--- config.mk ---
export PLATFORM = sky130hd
export DESIGN_NAME = hazard_ctrl_flat
export DESIGN_NICKNAME = d
export VERILOG_FILES = /design/src/rtl/hazard_ctrl_if.sv /design/src/rtl/hazard_ctrl.sv /design/src/flat_wrapper.sv
export SDC_FILE = /design/constraint.sdc
export NUM_CORES = 1
export LEC_CHECK = 0
export CAP_MARGIN = 5
export CORE_UTILIZATION = 40
export DETAILED_ROUTE_END_ITERATION = 8
export PLACE_DENSITY = 0.78
export SLEW_MARGIN = 5
export SYNTH_ARGS = -nofsm -noshare
export SYNTH_HDL_FRONTEND = slang
export SYNTH_SLANG_ARGS = --single-unit
--- constraint.sdc ---
create_clock -name clk -period 3.7 [get_ports clk]
set_input_delay 0.925 -clock clk [delete_from_list [all_inputs] [get_ports clk]]
set_output_delay 0.925 -clock clk [all_outputs]
set_load 0.02 [all_outputs]
--- src/rtl/hazard_ctrl_if.sv ---
// Hazard controller bus: pipeline-side conditions in, pipeline-register controls out.
// Optional counter ports exist only when HAZARD_PERF_CNT_EN is defined.
interface hazard_ctrl_if;
   logic [4:0]  if_id_reg_rs1_adr;
   logic [4:0]  if_id_reg_rs2_adr;
   logic        id_uses_rs1;
   logic        id_uses_rs2;
   logic [4:0]  id_ex_reg_rd_adr;
   logic        id_ex_reg_mem_ctrl_MemRead;
   logic        ex_stage_branch;
   logic        mem_stage_req;
   logic        mem_stage_ready;
   logic        pc_en;
   logic        if_id_en;
   logic        if_id_flush;
   logic        id_ex_en;
   logic        id_ex_flush;
   logic        ex_mem_en;
   logic        mem_wb_bubble;
   logic [1:0]  hazard_state;
   logic        mem_timeout_err;
`ifdef HAZARD_PERF_CNT_EN
   logic [31:0] stall_cnt;
   logic [31:0] flush_cnt;

   modport master (
      output if_id_reg_rs1_adr, if_id_reg_rs2_adr, id_uses_rs1, id_uses_rs2,
             id_ex_reg_rd_adr, id_ex_reg_mem_ctrl_MemRead, ex_stage_branch,
             mem_stage_req, mem_stage_ready,
      input  pc_en, if_id_en, if_id_flush, id_ex_en, id_ex_flush, ex_mem_en,
             mem_wb_bubble, hazard_state, mem_timeout_err, stall_cnt, flush_cnt
   );
   modport slave (
      input  if_id_reg_rs1_adr, if_id_reg_rs2_adr, id_uses_rs1, id_uses_rs2,
             id_ex_reg_rd_adr, id_ex_reg_mem_ctrl_MemRead, ex_stage_branch,
             mem_stage_req, mem_stage_ready,
      output pc_en, if_id_en, if_id_flush, id_ex_en, id_ex_flush, ex_mem_en,
             mem_wb_bubble, hazard_state, mem_timeout_err, stall_cnt, flush_cnt
   );
`else
   modport master (
      output if_id_reg_rs1_adr, if_id_reg_rs2_adr, id_uses_rs1, id_uses_rs2,
             id_ex_reg_rd_adr, id_ex_reg_mem_ctrl_MemRead, ex_stage_branch,
             mem_stage_req, mem_stage_ready,
      input  pc_en, if_id_en, if_id_flush, id_ex_en, id_ex_flush, ex_mem_en,
             mem_wb_bubble, hazard_state, mem_timeout_err
   );
   modport slave (
      input  if_id_reg_rs1_adr, if_id_reg_rs2_adr, id_uses_rs1, id_uses_rs2,
             id_ex_reg_rd_adr, id_ex_reg_mem_ctrl_MemRead, ex_stage_branch,
             mem_stage_req, mem_stage_ready,
      output pc_en, if_id_en, if_id_flush, id_ex_en, id_ex_flush, ex_mem_en,
             mem_wb_bubble, hazard_state, mem_timeout_err
   );
`endif
endinterface

--- src/rtl/hazard_ctrl.sv ---
// Pipeline hazard controller: memory wait > branch > load-use > run, with cause record,
// memory-wait watchdog and optional perf counters (macro HAZARD_PERF_CNT_EN).
module hazard_ctrl #(
   parameter logic [7:0] MEM_TIMEOUT = 8'd255
) (
   input  logic          clk,
   input  logic          rst_n,
   hazard_ctrl_if.slave  hz
);

   typedef enum logic [1:0] {
      ST_RUN        = 2'b00,
      ST_LOAD_STALL = 2'b01,
      ST_FLUSH      = 2'b10,
      ST_MEM_WAIT   = 2'b11
   } hz_state_e;

   hz_state_e  cause_s;
   hz_state_e  state_q, state_d;
   logic       mem_wait_s;
   logic       luh_s;
   logic [7:0] wd_cnt_q, wd_cnt_d;
   logic       err_q, err_d;

   assign mem_wait_s = hz.mem_stage_req & ~hz.mem_stage_ready;
   assign luh_s = hz.id_ex_reg_mem_ctrl_MemRead & (hz.id_ex_reg_rd_adr != 5'd0) &
                  ((hz.id_uses_rs1 & (hz.if_id_reg_rs1_adr == hz.id_ex_reg_rd_adr)) |
                   (hz.id_uses_rs2 & (hz.if_id_reg_rs2_adr == hz.id_ex_reg_rd_adr)));

   // Resolve the cause applied this cycle in priority order.
   always_comb begin
      cause_s = ST_RUN;
      if (mem_wait_s) begin
         cause_s = ST_MEM_WAIT;
      end else if (hz.ex_stage_branch) begin
         cause_s = ST_FLUSH;
      end else if (luh_s) begin
         cause_s = ST_LOAD_STALL;
      end else begin
         cause_s = ST_RUN;
      end
   end

   // Pipeline-register controls; reset forces every stage into a bubble.
   always_comb begin
      hz.pc_en         = 1'b1;
      hz.if_id_en      = 1'b1;
      hz.if_id_flush   = 1'b0;
      hz.id_ex_en      = 1'b1;
      hz.id_ex_flush   = 1'b0;
      hz.ex_mem_en     = 1'b1;
      hz.mem_wb_bubble = 1'b0;
      if (!rst_n) begin
         hz.pc_en         = 1'b0;
         hz.if_id_en      = 1'b0;
         hz.if_id_flush   = 1'b1;
         hz.id_ex_en      = 1'b0;
         hz.id_ex_flush   = 1'b1;
         hz.ex_mem_en     = 1'b0;
         hz.mem_wb_bubble = 1'b1;
      end else begin
         case (cause_s)
            ST_MEM_WAIT: begin
               hz.pc_en         = 1'b0;
               hz.if_id_en      = 1'b0;
               hz.id_ex_en      = 1'b0;
               hz.ex_mem_en     = 1'b0;
               hz.mem_wb_bubble = 1'b1;
            end
            ST_FLUSH: begin
               hz.if_id_flush = 1'b1;
               hz.id_ex_flush = 1'b1;
            end
            ST_LOAD_STALL: begin
               hz.pc_en       = 1'b0;
               hz.if_id_en    = 1'b0;
               hz.id_ex_flush = 1'b1;
            end
            default: begin
            end
         endcase
      end
   end

   // Next-state for the cause record and the watchdog.
   always_comb begin
      state_d  = cause_s;
      wd_cnt_d = 8'd0;
      err_d    = err_q;
      if (mem_wait_s) begin
         wd_cnt_d = (wd_cnt_q == 8'd255) ? 8'd255 : (wd_cnt_q + 8'd1);
         if (wd_cnt_d == MEM_TIMEOUT) begin
            err_d = 1'b1;
         end else begin
            err_d = err_q;
         end
      end else begin
         wd_cnt_d = 8'd0;
      end
   end

   // State registers.
   always_ff @(posedge clk or negedge rst_n) begin
      if (!rst_n) begin
         state_q  <= ST_RUN;
         wd_cnt_q <= 8'd0;
         err_q    <= 1'b0;
      end else begin
         state_q  <= state_d;
         wd_cnt_q <= wd_cnt_d;
         err_q    <= err_d;
      end
   end

   assign hz.hazard_state    = state_q;
   assign hz.mem_timeout_err = err_q;

`ifdef HAZARD_PERF_CNT_EN
   logic [31:0] stall_cnt_q, flush_cnt_q;

   // Stall and flush event counters, free-running with natural wrap.
   always_ff @(posedge clk or negedge rst_n) begin
      if (!rst_n) begin
         stall_cnt_q <= 32'd0;
         flush_cnt_q <= 32'd0;
      end else begin
         if ((cause_s == ST_LOAD_STALL) || (cause_s == ST_MEM_WAIT)) begin
            stall_cnt_q <= stall_cnt_q + 32'd1;
         end
         if (cause_s == ST_FLUSH) begin
            flush_cnt_q <= flush_cnt_q + 32'd1;
         end
      end
   end

   assign hz.stall_cnt = stall_cnt_q;
   assign hz.flush_cnt = flush_cnt_q;
`endif

endmodule
--- src/flat_wrapper.sv ---
// flat-port wrapper written by rule: the top's interface ports become plain ports
module hazard_ctrl_flat 
#(
   parameter logic [7:0] MEM_TIMEOUT = 8'd255
)
  (clk, rst_n, hz_if_id_reg_rs1_adr, hz_if_id_reg_rs2_adr, hz_id_uses_rs1, hz_id_uses_rs2, hz_id_ex_reg_rd_adr, hz_id_ex_reg_mem_ctrl_MemRead, hz_ex_stage_branch, hz_mem_stage_req, hz_mem_stage_ready, hz_pc_en, hz_if_id_en, hz_if_id_flush, hz_id_ex_en, hz_id_ex_flush, hz_ex_mem_en, hz_mem_wb_bubble, hz_hazard_state, hz_mem_timeout_err);
  hazard_ctrl_if hz_i ();
  input  logic clk;
  input  logic rst_n;
  input wire logic [$bits(hz_i.if_id_reg_rs1_adr)-1:0] hz_if_id_reg_rs1_adr;
  input wire logic [$bits(hz_i.if_id_reg_rs2_adr)-1:0] hz_if_id_reg_rs2_adr;
  input wire logic [$bits(hz_i.id_uses_rs1)-1:0] hz_id_uses_rs1;
  input wire logic [$bits(hz_i.id_uses_rs2)-1:0] hz_id_uses_rs2;
  input wire logic [$bits(hz_i.id_ex_reg_rd_adr)-1:0] hz_id_ex_reg_rd_adr;
  input wire logic [$bits(hz_i.id_ex_reg_mem_ctrl_MemRead)-1:0] hz_id_ex_reg_mem_ctrl_MemRead;
  input wire logic [$bits(hz_i.ex_stage_branch)-1:0] hz_ex_stage_branch;
  input wire logic [$bits(hz_i.mem_stage_req)-1:0] hz_mem_stage_req;
  input wire logic [$bits(hz_i.mem_stage_ready)-1:0] hz_mem_stage_ready;
  output wire logic [$bits(hz_i.pc_en)-1:0] hz_pc_en;
  output wire logic [$bits(hz_i.if_id_en)-1:0] hz_if_id_en;
  output wire logic [$bits(hz_i.if_id_flush)-1:0] hz_if_id_flush;
  output wire logic [$bits(hz_i.id_ex_en)-1:0] hz_id_ex_en;
  output wire logic [$bits(hz_i.id_ex_flush)-1:0] hz_id_ex_flush;
  output wire logic [$bits(hz_i.ex_mem_en)-1:0] hz_ex_mem_en;
  output wire logic [$bits(hz_i.mem_wb_bubble)-1:0] hz_mem_wb_bubble;
  output wire logic [$bits(hz_i.hazard_state)-1:0] hz_hazard_state;
  output wire logic [$bits(hz_i.mem_timeout_err)-1:0] hz_mem_timeout_err;
  assign hz_i.if_id_reg_rs1_adr = hz_if_id_reg_rs1_adr;
  assign hz_i.if_id_reg_rs2_adr = hz_if_id_reg_rs2_adr;
  assign hz_i.id_uses_rs1 = hz_id_uses_rs1;
  assign hz_i.id_uses_rs2 = hz_id_uses_rs2;
  assign hz_i.id_ex_reg_rd_adr = hz_id_ex_reg_rd_adr;
  assign hz_i.id_ex_reg_mem_ctrl_MemRead = hz_id_ex_reg_mem_ctrl_MemRead;
  assign hz_i.ex_stage_branch = hz_ex_stage_branch;
  assign hz_i.mem_stage_req = hz_mem_stage_req;
  assign hz_i.mem_stage_ready = hz_mem_stage_ready;
  assign hz_pc_en = hz_i.pc_en;
  assign hz_if_id_en = hz_i.if_id_en;
  assign hz_if_id_flush = hz_i.if_id_flush;
  assign hz_id_ex_en = hz_i.id_ex_en;
  assign hz_id_ex_flush = hz_i.id_ex_flush;
  assign hz_ex_mem_en = hz_i.ex_mem_en;
  assign hz_mem_wb_bubble = hz_i.mem_wb_bubble;
  assign hz_hazard_state = hz_i.hazard_state;
  assign hz_mem_timeout_err = hz_i.mem_timeout_err;
  hazard_ctrl #(.MEM_TIMEOUT(MEM_TIMEOUT)) u_core (.clk(clk), .rst_n(rst_n), .hz(hz_i));
endmodule
==> results of run 1 <==
power groups by stage:
stage / clock network, mW / registers, mW / logic (mW)
global route: 0.0890 / 0.124 / 0.0865
finish: 0.0781 / 0.124 / 0.0795
global placement: 0 / 0.126 / 0.0807
CTS: 0.0815 / 0.124 / 0.0782
detailed placement: 0 / 0.126 / 0.0821
floorplan: 0 / 0.128 / 0.0312
worst max-delay path by stage:
stage	start	slack, ns	to	cells past startpoint
6_report	hz_id_ex_reg_rd_adr[2]	0.09	hz_mem_wb_bubble	9
5_1_grt	hz_id_ex_reg_rd_adr[2]	0.01	hz_mem_wb_bubble	9
4_1_cts	hz_id_ex_reg_rd_adr[2]	-0.04	hz_mem_wb_bubble	9
3_5_place_dp	hz_id_ex_reg_rd_adr[2]	-0.51	hz_ex_mem_en	8
3_3_place_gp	hz_id_ex_reg_rd_adr[2]	-0.44	hz_ex_mem_en	8
2_1_floorplan	hz_id_ex_reg_rd_adr[2]	0.20	hz_id_ex_en	7
layer usage:
metal  GRT usage  up-vias  part of all wire
met5           0        -                 0
met2      0.3147       30              0.49
met4     0.01818        0            0.0056
li1            -      350                 -
met3     0.07347        2             0.058
met1      0.2817      318              0.44
registers in the layout, indices dropped and copies added (netlist names):
| signal | flops |
|---|---|
| u_core.wd_cnt_q | 8 |
| u_core.hz.hazard_state | 2 |
| u_core.hz.mem_timeout_err | 1 |
logic make-up (layout without fill, tap and decap cells):
kind of cell / Yosys count / count (layout) / share of synthesized area
AND/OR/NAND/NOR: 27 / 27 / 0.2182
AO/OA/AOI/OAI: 16 / 16 / 0.1431
XOR/XNOR: 13 / 13 / 0.1588
flip-flops: 11 / 11 / 0.3839
buffers and inverters: 6 / 45 / 0.04362
adder cells (fa/ha/maj): 3 / 3 / 0.05236
cell usage in the layout (no fill, tap or decap), drive strengths merged, types with 2 or more instances in the layout:
cell type / instances
and4: 2
a31oi: 2
xnor2: 11
dfrtp: 11
dlygate4sd2: 2
nand4: 3
nor2b: 3
dlymetal6s2s: 4
nor2: 2
inv: 2
nand3: 4
nand2: 5
clkbuf: 4
ha: 3
buf: 11
nand2b: 3
xor2: 2
clkdlybuf4s50: 21
a21oi: 8
stage by stage:
step	setup TNS [ns]	util	area (um2)	cells
2_1_floorplan	0	-	716.9	76
3_3_place_gp	-2.049	0.6876	1096	135
3_5_place_dp	-2.385	0.6876	1096	135
4_1_cts	-0.06717	0.6923	1104	139
5_1_grt	0	0.7127	1136	139
6_report	0	0.7127	1136	139
cell type report:
cell class,count,area [um2],share of cell area
Clock buffer,4,26.28,0.02313
Sequential cell,11,275.3,0.2423
Timing Repair Buffer,39,361.6,0.3183
Tap cell,24,30.03,0.02643
Inverter,2,7.507,0.006608
Multi-Input combinational cell,59,435.4,0.3833
critical path, cell delays in order:
cell,delay [ns]
sky130_fd_sc_hd__clkdlybuf4s50_1,0.42
sky130_fd_sc_hd__or4_4,0.43
sky130_fd_sc_hd__nor2_4,0.12
sky130_fd_sc_hd__nor3b_2,0.06
sky130_fd_sc_hd__a21bo_1,0.20
sky130_fd_sc_hd__ha_1,0.20
sky130_fd_sc_hd__nor2b_2,0.14
sky130_fd_sc_hd__inv_1,0.05
sky130_fd_sc_hd__buf_2,0.15
cell usage after synthesis, types with 2 or more instances:
cell and n:
sky130_fd_sc_hd__xor2_1 2, sky130_fd_sc_hd__nor2b_1 3, sky130_fd_sc_hd__and4_1 2, sky130_fd_sc_hd__nand3_1 4, sky130_fd_sc_hd__a21oi_1 8, sky130_fd_sc_hd__ha_1 3, sky130_fd_sc_hd__dfrtp_1 11, sky130_fd_sc_hd__a31oi_1 2
sky130_fd_sc_hd__buf_4 2, sky130_fd_sc_hd__nand4_1 3, sky130_fd_sc_hd__nand2_1 5, sky130_fd_sc_hd__nor2_1 2, sky130_fd_sc_hd__nand2b_1 3, sky130_fd_sc_hd__inv_1 2, sky130_fd_sc_hd__xnor2_1 11
repair_timing:
action | in CTS | in global routing
endpoints found under the hold margin | 0 | 0
resized for setup | 22 | 9
setup endpoints to repair | 7 | 5
pin swaps | 0 | 3
==> impl_metrics.ini, run 1 <==
[outcome]
run_status = finished, final reports clean

[sta]
postLayoutSetupSlackWorst_ns = 0.08600
finalClockSkew_ns = 0.003046
timing.slew.headroom = 0.8127
tightestPinTransition_ns = 0.2774
rsz0062_at_grt = no
timing.fmax_mhz = 276.7
post-route-period-util = 0.9768
finalSetupViolCount = 0
min_period_ns = 3.614
finalHoldWorstSlack_ns = 0.4688
final_report_max_slew_violation_count = 0
hold_viol = 0

[floorplanning]
die_height_um = 44.34
dieArea_um2 = 1966
chipWidth_um = 44.34
floorplan.core_area_um2 = 1594
floorplan.initialDensity = 0.4498
io-pin-count = 33
core.rowCount = 14

[cts]
ctsHtreeMaxLevel = 1
worstSkewPairLatency_ns = 0.26
clk_pin_slew_ns = 0.06
clock-root-buffer = sky130_fd_sc_hd__clkbuf_4
cts.sink_count = 11
cts_max_path_buffers = 2
tritoncts = done
ctsHoldBuffers = 0
tritoncts.num_buffers = 3
number_of_buffers_inserted_to_repair_setup_after_cts = 0

[critical_path]
r2r_end = u_core.wd_cnt_q[0]
worst_setup_path_end_kind = output port
critical_path_required_ns = 2.77
crit_path_start_kind = input pin
crit-reg2reg-launch = u_core.wd_cnt_q[0]
timing.reg2reg.worst_path_depth = 4
critPathKind = input pin to output port
cp_max_fo = 3
reg2reg_slack_ns = 2.20
worst-endpoint-arrival_ns = 2.69

[yosys]
yosysTopAreaCellShare = 0.3839
synth_area_leaders = sky130_fd_sc_hd__dfrtp_1 (38%), sky130_fd_sc_hd__xnor2_1 (13%), sky130_fd_sc_hd__a21oi_1 (5.6%), sky130_fd_sc_hd__ha_1 (5.2%), sky130_fd_sc_hd__nand3_1 (2.8%)
post_synth_num_cell_types = 28
syn_warnings = 0
synthesis.instances = 76
synth-edff-count = 0
yosysSeqAreaShare = 0.3839
asyncSetResetFlopFracSynth = 1.000
synth_nets = 102
synth_top_cell_by_area = sky130_fd_sc_hd__dfrtp_1
synth.avg_cell_area_um2 = 9.433
synth.cell_area_um2 = 716.9
yosys_register_bits = 11
most_used_dff_post_synth = sky130_fd_sc_hd__dfrtp_1

[detailed_routing]
route.antenna.remaining_nets = 0
drt_first_pass_iters = 4
routed_wirelength_um = 1775
avgRoutedWirePerCell_um = 12.77
drt-vias-per-instance = 5.036
post-route-drc-count = 0
detailroute.via_count = 700
detailed_route_iter0_violations = 18

[placed_design]
pre_cts_slack_ns = -0.5059
number_of_i_o_port_buffers = 32
finalWeightedCongestion = 0.9492
hpwl_after_detailed_placement_um = 1373

[finish]
layout.nets = 142
antenna-diode-count = 0
fillers = 124
drive_above_1_share = 0.1739
layout-area-overhead-vs-synth_pct = 58.46

[power]
powerDensity_nw_per_um2 = 248.2
pwr-share-seq = 0.441
internal_power_mw = 0.2093
combPwrFrac = 0.282
p_sw_mw = 0.07268
power.switching_fraction = 0.2578
vdd_drop_max_mv = 0.2651
p_leak_nw = 0.5198
clock_power_share = 0.277
total_power_mw = 0.2820

[global_route]
grt_overflow_total = 0
number_of_antenna_violations_at_the_first_check_in_global_routing = 0
grt_first_pass_wirelength_um = 2822
grt_util_all_layers = 0.2022
grt_max_degree = 10
grt_pass1_vias = 650

[worst_hold_path]
min_path_cells = 1
worstHoldStart = u_core.hz.mem_timeout_err
min_delay_worst_endpoint = u_core.hz.mem_timeout_err
min-delay-path-class = flip-flop to flip-flop

[job]
cap_viol_max_count = 0
Power figures use the tool's default switching activity.
==> inputs of run 2 (changes only) <==
--- a/config.mk
+++ b/config.mk
@@ -9,6 +9,7 @@
 export CORE_UTILIZATION = 40
 export DETAILED_ROUTE_END_ITERATION = 8
 export PLACE_DENSITY = 0.78
+export SETUP_SLACK_MARGIN = 0.2
 export SLEW_MARGIN = 5
 export SYNTH_ARGS = -nofsm -noshare
 export SYNTH_HDL_FRONTEND = slang
==> impl_metrics.ini, run 2 (synthesis results as in run 1) <==
[outcome]
run_status = finished, final reports clean

[floorplanning]
io-pin-count = 33
floorplan.initialDensity = 0.4498
floorplan.core_area_um2 = 1594
core.rowCount = 14
chipWidth_um = 44.34
dieArea_um2 = 1966
die_height_um = 44.34

[detailed_routing]
drt-vias-per-instance = 4.787
post-route-drc-count = 0
detailroute.via_count = 675
detailed_route_iter0_violations = 7
route.antenna.remaining_nets = 0
drt_first_pass_iters = 4
avgRoutedWirePerCell_um = 12.38
routed_wirelength_um = 1745

[power]
internal_power_mw = 0.2106
pwr-share-seq = 0.434
clock_power_share = 0.278
p_sw_mw = 0.07580
combPwrFrac = 0.287
total_power_mw = 0.2864
vdd_drop_max_mv = 0.2841
p_leak_nw = 0.5430
powerDensity_nw_per_um2 = 248.0
power.switching_fraction = 0.2647

[critical_path]
cp-startpoint = hz_id_ex_reg_rd_adr[2]
worst-endpoint-arrival_ns = 2.50
crit_path_start_kind = input pin
critical_path_required_ns = 2.77
reg2reg_slack_ns = 2.14
r2r_end = u_core.wd_cnt_q[1]
critPathKind = input pin to output port
timing.reg2reg.worst_path_depth = 4
crit-reg2reg-launch = u_core.wd_cnt_q[0]
worst_setup_path_end_kind = output port
critical_path.endpoint = hz_mem_wb_bubble
cp_max_fo = 3

[cts]
cts_max_path_buffers = 2
clock-root-buffer = sky130_fd_sc_hd__clkbuf_4
tritoncts.num_buffers = 3
cts.sink_count = 11
tritoncts = done
ctsHtreeMaxLevel = 1
worstSkewPairLatency_ns = 0.27
clk_pin_slew_ns = 0.06

[sta]
rsz0062_at_grt = no
hold_viol = 0
finalSetupViolCount = 0
timing.slew.headroom = 0.7938
min_period_ns = 3.422
tightestPinTransition_ns = 0.3052
finalClockSkew_ns = 0.001266
final_report_max_slew_violation_count = 0
sum_of_negative_setup_slack_ns = 0
finalHoldWorstSlack_ns = 0.4686
post-route-period-util = 0.9248
timing.fmax_mhz = 292.2

[finish]
postLayoutCellArea_um2 = 1155
antenna-diode-count = 0
final_cell_mix = sky130_fd_sc_hd__clkdlybuf4s50_1 (16), sky130_fd_sc_hd__dfrtp_1 (11), sky130_fd_sc_hd__xnor2_1 (10), sky130_fd_sc_hd__a21oi_1 (8), sky130_fd_sc_hd__buf_4 (8)
top_register = u_core.wd_cnt_q
drive_above_1_share = 0.2393
final_core_util = 0.7245
fillers = 120
layout-area-overhead-vs-synth_pct = 61.08
largest_register_ff_count = 8
layout.nets = 144
layout.cells.most_common = sky130_fd_sc_hd__clkdlybuf4s50_1

[global_route]
grt_util_all_layers = 0.1961
grt_max_degree = 10
grt_pass1_vias = 613
number_of_antenna_violations_at_the_first_check_in_global_routing = 0
grt_first_pass_wirelength_um = 2766
grt_overflow_total = 0

[placed_design]
number_of_i_o_port_buffers = 32
dpl-instance-area_um2 = 1091
hpwl_after_detailed_placement_um = 1386
finalWeightedCongestion = 0.9127

[worst_hold_path]
min-delay-path-class = flip-flop to flip-flop

[job]
cap_viol_max_count = 0
## run 2: routing by layer
layer	global-route usage	up-vias	wire [um]
met5	0	-	0
met4	0.01818	0	0
met3	0.07755	0	64
met2	0.2971	14	833
met1	0.2768	307	847
li1	-	354	-
## run 2: timing repair
item                       4_1_cts  5_1_grt
pin swaps                        5        9
setup buffers                    1        2
hold buffers                     0        0
hold endpoints to repair         0        0
setup endpoints to repair        7        5
resized for setup               35       17
## run 2: layout make-up
cell class,count,area (um2),share of cell area
Multi-Input combinational cell,59,456.7,0.3954
Timing Repair Buffer,41,359.1,0.3109
Sequential cell,11,275.3,0.2384
Tap cell,24,30.03,0.02600
Clock buffer,4,26.28,0.02275
Inverter,2,7.507,0.006501
## run 2: worst min path at each step
stage / start / slack (ns) / to / cells past startpoint
finish: u_core.hz.mem_timeout_err / 0.47 / u_core.hz.mem_timeout_err / 1
global route: u_core.hz.mem_timeout_err / 0.49 / u_core.hz.mem_timeout_err / 1
CTS: u_core.hz.mem_timeout_err / 0.48 / u_core.hz.mem_timeout_err / 1
detailed placement: u_core.hz.mem_timeout_err / 0.46 / u_core.hz.mem_timeout_err / 1
global placement: u_core.hz.mem_timeout_err / 0.46 / u_core.hz.mem_timeout_err / 1
floorplan: u_core.wd_cnt_q[0] / 0.51 / u_core.wd_cnt_q[0] / 1
## run 2: stage by stage
step,setup slack [ns],instances
2_1_floorplan,0.3370,76
3_3_place_gp,-0.4638,134
3_5_place_dp,-0.5051,134
4_1_cts,0.1513,139
5_1_grt,0.2127,141
6_report,0.2781,141
## run 2: critical path: stages
cell and delay, ns:
sky130_fd_sc_hd__buf_2 0.12, sky130_fd_sc_hd__or4_4 0.54, sky130_fd_sc_hd__nor2_4 0.11, sky130_fd_sc_hd__nor3b_4 0.06
sky130_fd_sc_hd__a21bo_1 0.21, sky130_fd_sc_hd__ha_2 0.20, sky130_fd_sc_hd__nor2b_4 0.13, sky130_fd_sc_hd__inv_1 0.05
sky130_fd_sc_hd__buf_2 0.15
## run 2: power groups by stage
stage / logic [mW] / registers, mW / clock network, mW
3_5_place_dp: 0.0818 / 0.127 / 0
5_1_grt: 0.0894 / 0.124 / 0.0884
2_1_floorplan: 0.0316 / 0.128 / 0
6_report: 0.0822 / 0.124 / 0.0797
4_1_cts: 0.0794 / 0.124 / 0.0831
3_3_place_gp: 0.0801 / 0.126 / 0
==> inputs of run 3 (changes only) <==
--- a/config.mk
+++ b/config.mk
@@ -6,9 +6,9 @@
 export NUM_CORES = 1
 export LEC_CHECK = 0
 export CAP_MARGIN = 5
-export CORE_UTILIZATION = 40
+export CORE_UTILIZATION = 45
 export DETAILED_ROUTE_END_ITERATION = 8
-export PLACE_DENSITY = 0.78
+export DONT_BUFFER_PORTS = 1
 export SETUP_SLACK_MARGIN = 0.2
 export SLEW_MARGIN = 5
 export SYNTH_ARGS = -nofsm -noshare
==> impl_metrics.ini, run 3 (synthesis results as in run 1) <==
[floorplanning]
dieArea_um2 = 1757
io-pin-count = 33
core.rowCount = 14
die_height_um = 41.92
chipWidth_um = 41.92
floorplan.core_area_um2 = 1489
floorplan.initialDensity = 0.4815

[global_route]
grt_first_pass_wirelength_um = 2277
grt_max_degree = 16
grt_overflow_total = 0
number_of_antenna_violations_at_the_first_check_in_global_routing = 0
grt_util_all_layers = 0.1761
grt_pass1_vias = 587

[finish]
top_register = u_core.wd_cnt_q
final_cell_mix = sky130_fd_sc_hd__xnor2_1 (11), sky130_fd_sc_hd__dfrtp_1 (11), sky130_fd_sc_hd__a21oi_1 (8), sky130_fd_sc_hd__nand2_1 (5), sky130_fd_sc_hd__nand3_1 (4)
antenna-diode-count = 0
largest_register_ff_count = 8
fillers = 133
register_area_um2 = 275.3
layout.nets = 105
drive_above_1_share = 0.07692
area_of_the_multi_input_gates_um2 = 412.9
layout-area-overhead-vs-synth_pct = 5.585

[detailed_routing]
detailed_route_iter0_violations = 4
detailroute.via_count = 563
drt_first_pass_iters = 4
avgRoutedWirePerCell_um = 14.24
drt-vias-per-instance = 5.989
route.antenna.remaining_nets = 0
routed_wirelength_um = 1339
post-route-drc-count = 0

[power]
total_power_mw = 0.2430
p_leak_nw = 0.3264
powerDensity_nw_per_um2 = 321.1
vdd_drop_max_mv = 0.1744

[critical_path]
worst-endpoint-arrival_ns = 2.35
crit_path_start_kind = input pin
critPathMaxStageDelay_ns = 0.51
reg2reg_slack_ns = 2.12
worst_setup_path_end_kind = output port
timing.critical_path.cells = or4_1, nor2_1, nor3b_1, a21bo_1, ha_1, nor2b_2, buf_4
cpLargestDelayFamily = simple AND/OR/NAND/NOR gates
critical_path.n_buffers_inverters = 1
timing.critical_path.slowest_stage_cell = sky130_fd_sc_hd__or4_1
critical_path_required_ns = 2.77
critPathKind = input pin to output port
cp_max_fo = 3

[sta]
min_period_ns = 3.271
final_report_max_slew_violation_count = 0
hold_viol = 0
rsz0062_at_grt = no
finalClockSkew_ns = 0.001100
tightestPinTransition_ns = 0.4336
post-route-period-util = 0.8840
sum_of_negative_setup_slack_ns = 0
finalSetupViolCount = 0
finalHoldWorstSlack_ns = 0.3417
timing.fmax_mhz = 305.7
timing.slew.headroom = 0.7109

[cts]
clk_pin_slew_ns = 0.07
ctsHoldBuffers = 0
cts_max_path_buffers = 2
cts_repair_resize_count = 0
tritoncts.num_buffers = 3
tritoncts = done
worstSkewPairLatency_ns = 0.27
cts.sink_count = 11
clock-root-buffer = sky130_fd_sc_hd__clkbuf_4
ctsHtreeMaxLevel = 1
number_of_buffers_inserted_to_repair_setup_after_cts = 0

[worst_hold_path]
min-delay-path-class = input pin to async pin

[outcome]
run_status = finished, final reports clean

[placed_design]
number_of_i_o_port_buffers = 0
hpwl_after_detailed_placement_um = 1032
finalWeightedCongestion = 0.7378

[job]
cap_viol_max_count = 0
==> run 3: cell types whose count changed in the layout (fill, tap and decap cells not counted), sizes merged <==
cell / previous run / this run
clkdlybuf4s50: 16 / 0
buf: 15 / 2
dlymetal6s2s: 4 / 0
clkbuf: 7 / 4
dlygate4sd2: 3 / 0
==> run 3: layout make-up <==
type	count	area share
tap	16	0.02645
sequential	11	0.3636
clock buffer	4	0.03471
inverter	2	0.009917
timing repair buffer	2	0.01983
multi-input combinational	59	0.5455
==> run 3: per-layer routing <==
layer / vias to the layer above / track usage / part of all wire
met2: 27 / 0.2781 / 0.46
li1: 274 / - / -
met3: 2 / 0.06957 / 0.079
met5: - / 0 / 0
met4: 0 / 0.07742 / 0.0097
met1: 260 / 0.2105 / 0.45
==> run 3: stage by stage <==
stage | util | setup slack (ns) | cell area (um2) | std cells
floorplan | - | 0.3370 | 719.4 | 76
global placement | 0.4908 | 0.4547 | 730.7 | 90
detailed placement | 0.4908 | 0.4172 | 730.7 | 90
CTS | 0.5084 | 0.4182 | 757.0 | 94
global route | 0.5084 | 0.3625 | 757.0 | 94
finish | 0.5084 | 0.4293 | 757.0 | 94
==> run 3: where the power goes <==
part / total, mW / switching, mW / internal [mW]
Clock: 0.0829 / 0.0411 / 0.0418
Sequential: 0.126 / 0.00368 / 0.123
Combinational: 0.0340 / 0.0186 / 0.0154
==> run 3: path summary, 6_finish.rpt <==
| path | to | from | cells after the start |
|---|---|---|---|
| worst max-delay path | hz_ex_mem_en | hz_id_ex_reg_rd_adr[2] | 7 |
| worst min-delay path | u_core.hz.mem_timeout_err | rst_n | 0 |
| worst max register to register | u_core.wd_cnt_q[1] | u_core.wd_cnt_q[0] | 4 |
| worst min register to register | u_core.wd_cnt_q[0] | u_core.wd_cnt_q[0] | 1 |
| max in group asynchronous | u_core.wd_cnt_q[1] | rst_n | 0 |
| min in group clk | u_core.wd_cnt_q[0] | u_core.wd_cnt_q[0] | 1 |
